`src/rtl/num_tx_pkg.sv`:
```
// Shared types, ASCII constants and digit mapping for the integer-to-text transmitter.
// Latency: none (types and combinational helper only).
// Backpressure: not applicable.
package num_tx_pkg;

  typedef enum logic [1:0] {
    RADIX_DEC = 2'd0,
    RADIX_HEX = 2'd1,
    RADIX_OCT = 2'd2,
    RADIX_BIN = 2'd3
  } radix_e;

  typedef enum logic [1:0] {
    IDLE    = 2'd0,
    CONVERT = 2'd1,
    EMIT    = 2'd2
  } state_e;

  localparam logic [7:0] CH_ZERO    = 8'h30;
  localparam logic [7:0] CH_A_LOWER = 8'h61;
  localparam logic [7:0] CH_MINUS   = 8'h2D;

  // Map a digit value 0..15 to its lowercase ASCII character.
  function automatic logic [7:0] digit_to_ascii(input logic [3:0] d);
    if (d < 4'd10) begin
      return CH_ZERO + {4'd0, d};
    end
    return CH_A_LOWER + {4'd0, d - 4'd10};
  endfunction

endpackage

```
`src/rtl/num_tx_digit_step.sv`:
```
// One radix-conversion step: peels the least significant digit off a magnitude.
// Latency: purely combinational.
// Backpressure: none; the caller decides when to register the result.
module num_tx_digit_step
  import num_tx_pkg::*;
#(
  parameter int WIDTH = 32
) (
  input  logic [WIDTH-1:0] i_mag,
  input  logic [1:0]       i_radix,
  output logic [WIDTH-1:0] o_next_mag,
  output logic [7:0]       o_digit_char
);

  logic [3:0] w_digit;

  // Select divide/modulo per radix; power-of-two radices reduce to shift and mask.
  always_comb begin
    o_next_mag = i_mag;
    w_digit    = 4'd0;
    case (radix_e'(i_radix))
      RADIX_DEC: begin
        o_next_mag = i_mag / WIDTH'(10);
        w_digit    = 4'(i_mag % WIDTH'(10));
      end
      RADIX_HEX: begin
        o_next_mag = i_mag >> 4;
        w_digit    = i_mag[3:0];
      end
      RADIX_OCT: begin
        o_next_mag = i_mag >> 3;
        w_digit    = {1'b0, i_mag[2:0]};
      end
      default: begin
        o_next_mag = i_mag >> 1;
        w_digit    = {3'b000, i_mag[0]};
      end
    endcase
  end

  assign o_digit_char = digit_to_ascii(w_digit);

endmodule

```
`src/rtl/num_to_ascii_tx.sv`:
```
// Integer-to-ASCII transmitter (dec/hex/oct/bin); optional zero padding via NUM_TX_ZERO_PAD_EN.
// Latency: D digit cycles (+1 for '-') after accept, then one character per cycle.
// Backpressure: out_ready stalls EMIT with char/last held; in_ready only high in IDLE, no queueing.
module num_to_ascii_tx
  import num_tx_pkg::*;
#(
  parameter  int WIDTH     = 32,
  parameter  int MAX_CHARS = WIDTH + 1,
  localparam int CW        = $clog2(MAX_CHARS) + 1
) (
  input  logic             clk,
  input  logic             rst_n,
  input  logic             in_valid,
  output logic             in_ready,
  input  logic [WIDTH-1:0] in_value,
  input  logic [1:0]       in_radix,
  input  logic             in_signed,
`ifdef NUM_TX_ZERO_PAD_EN
  input  logic [CW-1:0]    in_min_digits,
`endif
  output logic             out_valid,
  input  logic             out_ready,
  output logic [7:0]       out_char,
  output logic             out_last
);

  localparam int IW = $clog2(MAX_CHARS);

  state_e           r_state;
  radix_e           r_radix;
  logic             r_neg;
  logic             r_sign_step;
  logic             r_live;
  logic [WIDTH-1:0] r_mag;
  logic [IW-1:0]    r_cnt;
  logic [IW-1:0]    r_idx;
  logic [7:0]       r_buf [MAX_CHARS];

  logic             w_accept;
  logic             w_neg_in;
  logic [WIDTH-1:0] w_mag_in;
  logic [WIDTH-1:0] w_next_mag;
  logic [7:0]       w_digit_char;
  logic             w_pad_more;
  logic             w_digits_done;

  // r_live keeps in_ready low while reset is asserted even though the state is IDLE.
  assign in_ready  = r_live && (r_state == IDLE);
  assign w_accept  = in_valid && in_ready;
  assign out_valid = (r_state == EMIT);
  assign out_char  = out_valid ? r_buf[r_idx] : 8'h00;
  assign out_last  = out_valid && (r_idx == '0);

  // Negation in WIDTH bits gives the exact unsigned magnitude, including the most-negative value.
  assign w_neg_in = (radix_e'(in_radix) == RADIX_DEC) && in_signed && in_value[WIDTH-1];
  assign w_mag_in = w_neg_in ? (-in_value) : in_value;

  num_tx_digit_step #(
    .WIDTH (WIDTH)
  ) u_step (
    .i_mag        (r_mag),
    .i_radix      (r_radix),
    .o_next_mag   (w_next_mag),
    .o_digit_char (w_digit_char)
  );

`ifdef NUM_TX_ZERO_PAD_EN
  logic [CW-1:0] r_min;
  logic [CW-1:0] w_min_clamped;

  assign w_min_clamped = (in_min_digits > CW'(WIDTH)) ? CW'(WIDTH) : in_min_digits;
  // Once the magnitude is zero the step keeps producing '0', so padding is just "keep going".
  assign w_pad_more    = (({1'b0, r_cnt} + CW'(1)) < r_min);

  // Capture the minimum digit count with the request.
  always_ff @(posedge clk or negedge rst_n) begin
    if (!rst_n) begin
      r_min <= '0;
    end else if (w_accept) begin
      r_min <= w_min_clamped;
    end
  end
`else
  assign w_pad_more = 1'b0;
`endif

  assign w_digits_done = (w_next_mag == '0) && !w_pad_more;

  // Main FSM: accept request, build digits LSB-first into the buffer, then replay MSB-first.
  always_ff @(posedge clk or negedge rst_n) begin
    if (!rst_n) begin
      r_state     <= IDLE;
      r_radix     <= RADIX_DEC;
      r_neg       <= 1'b0;
      r_sign_step <= 1'b0;
      r_live      <= 1'b0;
      r_mag       <= '0;
      r_cnt       <= '0;
      r_idx       <= '0;
      for (int i = 0; i < MAX_CHARS; i++) begin
        r_buf[i] <= 8'h00;
      end
    end else begin
      r_live <= 1'b1;
      case (r_state)
        IDLE: begin
          if (w_accept) begin
            r_radix     <= radix_e'(in_radix);
            r_mag       <= w_mag_in;
            r_neg       <= w_neg_in;
            r_sign_step <= 1'b0;
            r_cnt       <= '0;
            r_state     <= CONVERT;
          end
        end
        CONVERT: begin
          if (r_sign_step) begin
            // Sign sits above the most significant digit so it is emitted first.
            r_buf[r_cnt] <= CH_MINUS;
            r_idx        <= r_cnt;
            r_cnt        <= r_cnt + 1'b1;
            r_sign_step  <= 1'b0;
            r_state      <= EMIT;
          end else begin
            r_buf[r_cnt] <= w_digit_char;
            r_cnt        <= r_cnt + 1'b1;
            r_mag        <= w_next_mag;
            if (w_digits_done) begin
              if (r_neg) begin
                r_sign_step <= 1'b1;
              end else begin
                r_idx   <= r_cnt;
                r_state <= EMIT;
              end
            end
          end
        end
        EMIT: begin
          if (out_ready) begin
            if (r_idx == '0) begin
              r_cnt   <= '0;
              r_state <= IDLE;
            end else begin
              r_idx <= r_idx - 1'b1;
            end
          end
        end
        default: r_state <= IDLE;
      endcase
    end
  end

endmodule

```
`config.mk`:
```
export PLATFORM = sky130hd
export DESIGN_NAME = num_to_ascii_tx
export DESIGN_NICKNAME = d
export VERILOG_FILES = /design/src/rtl/num_tx_pkg.sv /design/src/rtl/num_tx_digit_step.sv /design/src/rtl/num_to_ascii_tx.sv
export SDC_FILE = /design/constraint.sdc
export NUM_CORES = 1
export LEC_CHECK = 0
export BUFFER_PORTS_ARGS = -buffer_cell sky130_fd_sc_hd__buf_2
export CAP_MARGIN = 20
export CELL_PAD_IN_SITES_DETAIL_PLACEMENT = 0
export CELL_PAD_IN_SITES_GLOBAL_PLACEMENT = 1
export CORE_ASPECT_RATIO = 0.75
export CORE_UTILIZATION = 50
export CTS_CLUSTER_SIZE = 8
export DETAILED_ROUTE_END_ITERATION = 8
export PLACE_DENSITY = 0.8
export SLEW_MARGIN = 30
export SYNTH_ARGS = -nofsm -noshare
export SYNTH_HDL_FRONTEND = slang
export SYNTH_SLANG_ARGS = --single-unit
```
`constraint.sdc`:
```
create_clock -name clk -period 15.8 [get_ports clk]
set_clock_uncertainty 0.1 [all_clocks]
set_input_delay 2.37 -clock clk [delete_from_list [all_inputs] [get_ports clk]]
set_output_delay 2.37 -clock clk [all_outputs]
set_load 0.01 [all_outputs]
```
==> impl_results.md <==
* Post_cts resized at 0
* Global-route met2 utilization at 43.23%
* Die width at 241.3 um
* Delay of the slowest critical-path stage at 900 ps
* Met1 Usage GRT at 52.19%
* Post-Layout Cell Count at 2882
* Synth area leaders: dfrtp_1 37%, mux4_2 9.9%, nor2_1 5.4%, nand2_1 4.1%, a21oi_1 3.0%
* WS Path Type: flip-flop to flip-flop
* Initial DRC count at 2806
* FMAX at 0.06784 GHz
* Post-route DRC at 0
* Reg-to-reg slack, setup at 1060 ps
* EDFF count, synth at 0
* Nets at 2353
* Critical path required time at 16180 ps
* Yosys top cell area share at 36.72%
* CTS Sinks at 315
* Pre-antenna DRT Iters at 7
* Area leader, netlist: dfrtp_1
* Starting Density at 50.86%
* Area Overhead vs Synth at 7.699%
* Routed WL at 70610 um
* Main synth FF type: dfrtp_1
* Final setup viols at 0
* Met3 Use GR at 9.547%
* # hold bufs at CTS at 0
* H-tree levels at 2
* Cell area after synthesis at 21470 um2
* Antenna violations before repair at 3
* First-pass GRT wire length at 112000 um
* Final period util at 93.29%
* Tot GR Track Use at 32.85%
* Min-delay worst type: flip-flop to flip-flop
* CP startpoint kind: flip-flop
* Crit path top cell by count: nor2_1
* Synthesized Nets at 2422
* Largest net degree at the start of global routing at 125
* Flops & latches, synth at 315
* Number of global-route vias before repair at 18950
* Total congestion overflow at 0
* Most Crowded Layer GR: met1
* Slew Viols, Final at 0
* Clk slew on worst S/H paths at 50 ps
* TritonCTS clock tree: built
* Fraction of registers with async set/reset at 100.0%
* Postcts setup bufs at 0
* Outcome: finished clean
* Setup TNS Final at 0 ps
* Fin crit period at 14740 ps
* Layout cells sized above 1 at 13.15%
* Avg Cell Area, Syn at 9.035 um2
* Worst-Skew Late Latency at 550 ps
* Via count at 19970
* Total CTS buffers at 45
* Final Hold Vio Count at 0
* Worst-Margin Slew at 1020 ps
* Std cell rows at 65
* Slowest CP cell: dfrtp_1
* Sequential cell area fraction in the yosys report at 36.72%
* Netlist cell types at 109
* RSZ-0062 raised after global routing: false
* Cell family with most CP delay: compound AO/OA/AOI/OAI gates
* Root Driver: clkbuf_16
* Die Area at 43780 um2
* Setup WS pre-CTS at 1211 ps
* Setup ws final at 1060 ps
* Syn Inst Count at 2376
* # placed instances at 2828
* PortBufs at 49
* Clk buf depth at 3
* WL per Instance at 24.50 um
* Core box area at 42210 um2
* Die Height at 181.5 um
* Critical Path AT at 15120 ps
* CP Buf/Inv Count at 3
* GPL Wtd Cong at 0.9637
* Antenna-violating nets left at 0
* MaxCap Viol Count at 0
* Crit-path max FO at 33
* Post-DP HPWL at 48950 um
* IO Count at 50
* Relative slew slack at 31.35%
* Setup crit end kind: flip-flop
* Synth warn at 0
* Vias/cell at 6.929
final cells by class:
cell class,instances,area [um2]
Antenna cell,1,2.502
Clock buffer,49,1162
Clock inverter,3,41.29
Fill cell,3769,19090
Inverter,58,217.7
Multi-Input combinational cell,1803,12550
Sequential cell,315,7890
Tap cell,569,711.9
Timing Repair Buffer,84,545.5
layout by cell type (no fill, tap or decap), types with 10 or more instances in the layout:
cell type	synthesis	routed
o31ai_1	31	31
o211ai_1	33	33
inv_1	51	51
a221oi_1	11	11
xor2_1	22	22
a21o_1	14	14
o311ai_0	10	10
o22ai_1	12	12
or3_1	11	11
o22a_1	40	40
a31oi_1	48	48
mux4_2	94	94
and3_1	20	20
clkbuf_16	0	46
nand4_1	30	30
nor3_1	68	67
a21oi_1	130	130
dfrtp_1	315	311
o2111ai_1	14	13
o21ai_0	97	97
o21ai_1	31	28
a32o_1	46	46
mux2i_1	22	22
buf_2	31	48
nor4_1	31	30
nand2b_1	50	50
nor2_1	310	308
buf_4	12	32
a22o_1	25	25
and2_1	49	49
nand3_1	68	68
xnor2_1	24	24
nand2_1	232	231
metal layers:
| layer | up-vias | wire [um] |
|---|---|---|
| met2 | 1144 | 28320 |
| li1 | 8807 | - |
| met4 | 0 | 1395 |
| met3 | 110 | 8136 |
| met1 | 9907 | 32760 |
| met5 | - | 0 |
worst paths after layout:
check,startpoint,to,cells past startpoint
min in group asynchronous,rst_n,r_mag[23],1
min reg2reg,r_buf[197],r_buf[197],1
max in group asynchronous,rst_n,r_buf[200],4
max reg2reg,r_mag[29],r_buf[114],40
min,r_buf[197],r_buf[197],1
max,r_mag[29],r_buf[114],40
state kept, by name, indices dropped and copies added (netlist names):
signal and flops:
r_radix 2, r_state 2, r_mag 32, r_cnt 6, r_live 1, r_neg 1, r_idx 6, r_sign_step 1
r_buf 264
worst register-to-register path: cells and delay by family (launching register included):
family,cells,cell delay (ps)
compound gates,18,6270
simple gates,17,5910
buf+inv,3,1000
flops,1,900
fa+ha+maj,1,320
xor+xnor,1,180
cells by family after synthesis:
family / count (synthesis) / share of synthesized area, %
AND/OR/NAND/NOR: 933 / 20.75
AO/OA/AOI/OAI: 697 / 24.08
flip-flops: 315 / 36.72
buffers and inverters: 258 / 5.111
multiplexers: 118 / 10.99
XOR/XNOR: 46 / 1.877
adder cells (fa/ha/maj): 8 / 0.4546
other: 1 / 0.01747
cells in the mapped netlist, types with 33 or more instances:
master    count
a21oi_1     130
a31oi_1      48
a32o_1       46
and2_1       49
clkbuf_1    137
dfrtp_1     315
inv_1        51
mux4_2       94
nand2_1     232
nand2b_1     50
nand3_1      68
nor2_1      310
nor3_1       68
o211ai_1     33
o21ai_0      97
o22a_1       40
per-stage QoR:
stage               util, %  hold WS [ps]  cell area [um2]
CTS                   54.64         362.6            23060
global placement      51.77         343.6            21850
detailed placement    51.79         347.4            21860
finish                54.78         357.7            23120
floorplan                 -         328.7            21470
global route          54.78         373.1            23120
Power is left out: the tool's default activity adds up to more than one toggle a clock period on the data nets, which glitch-free logic cannot reach.
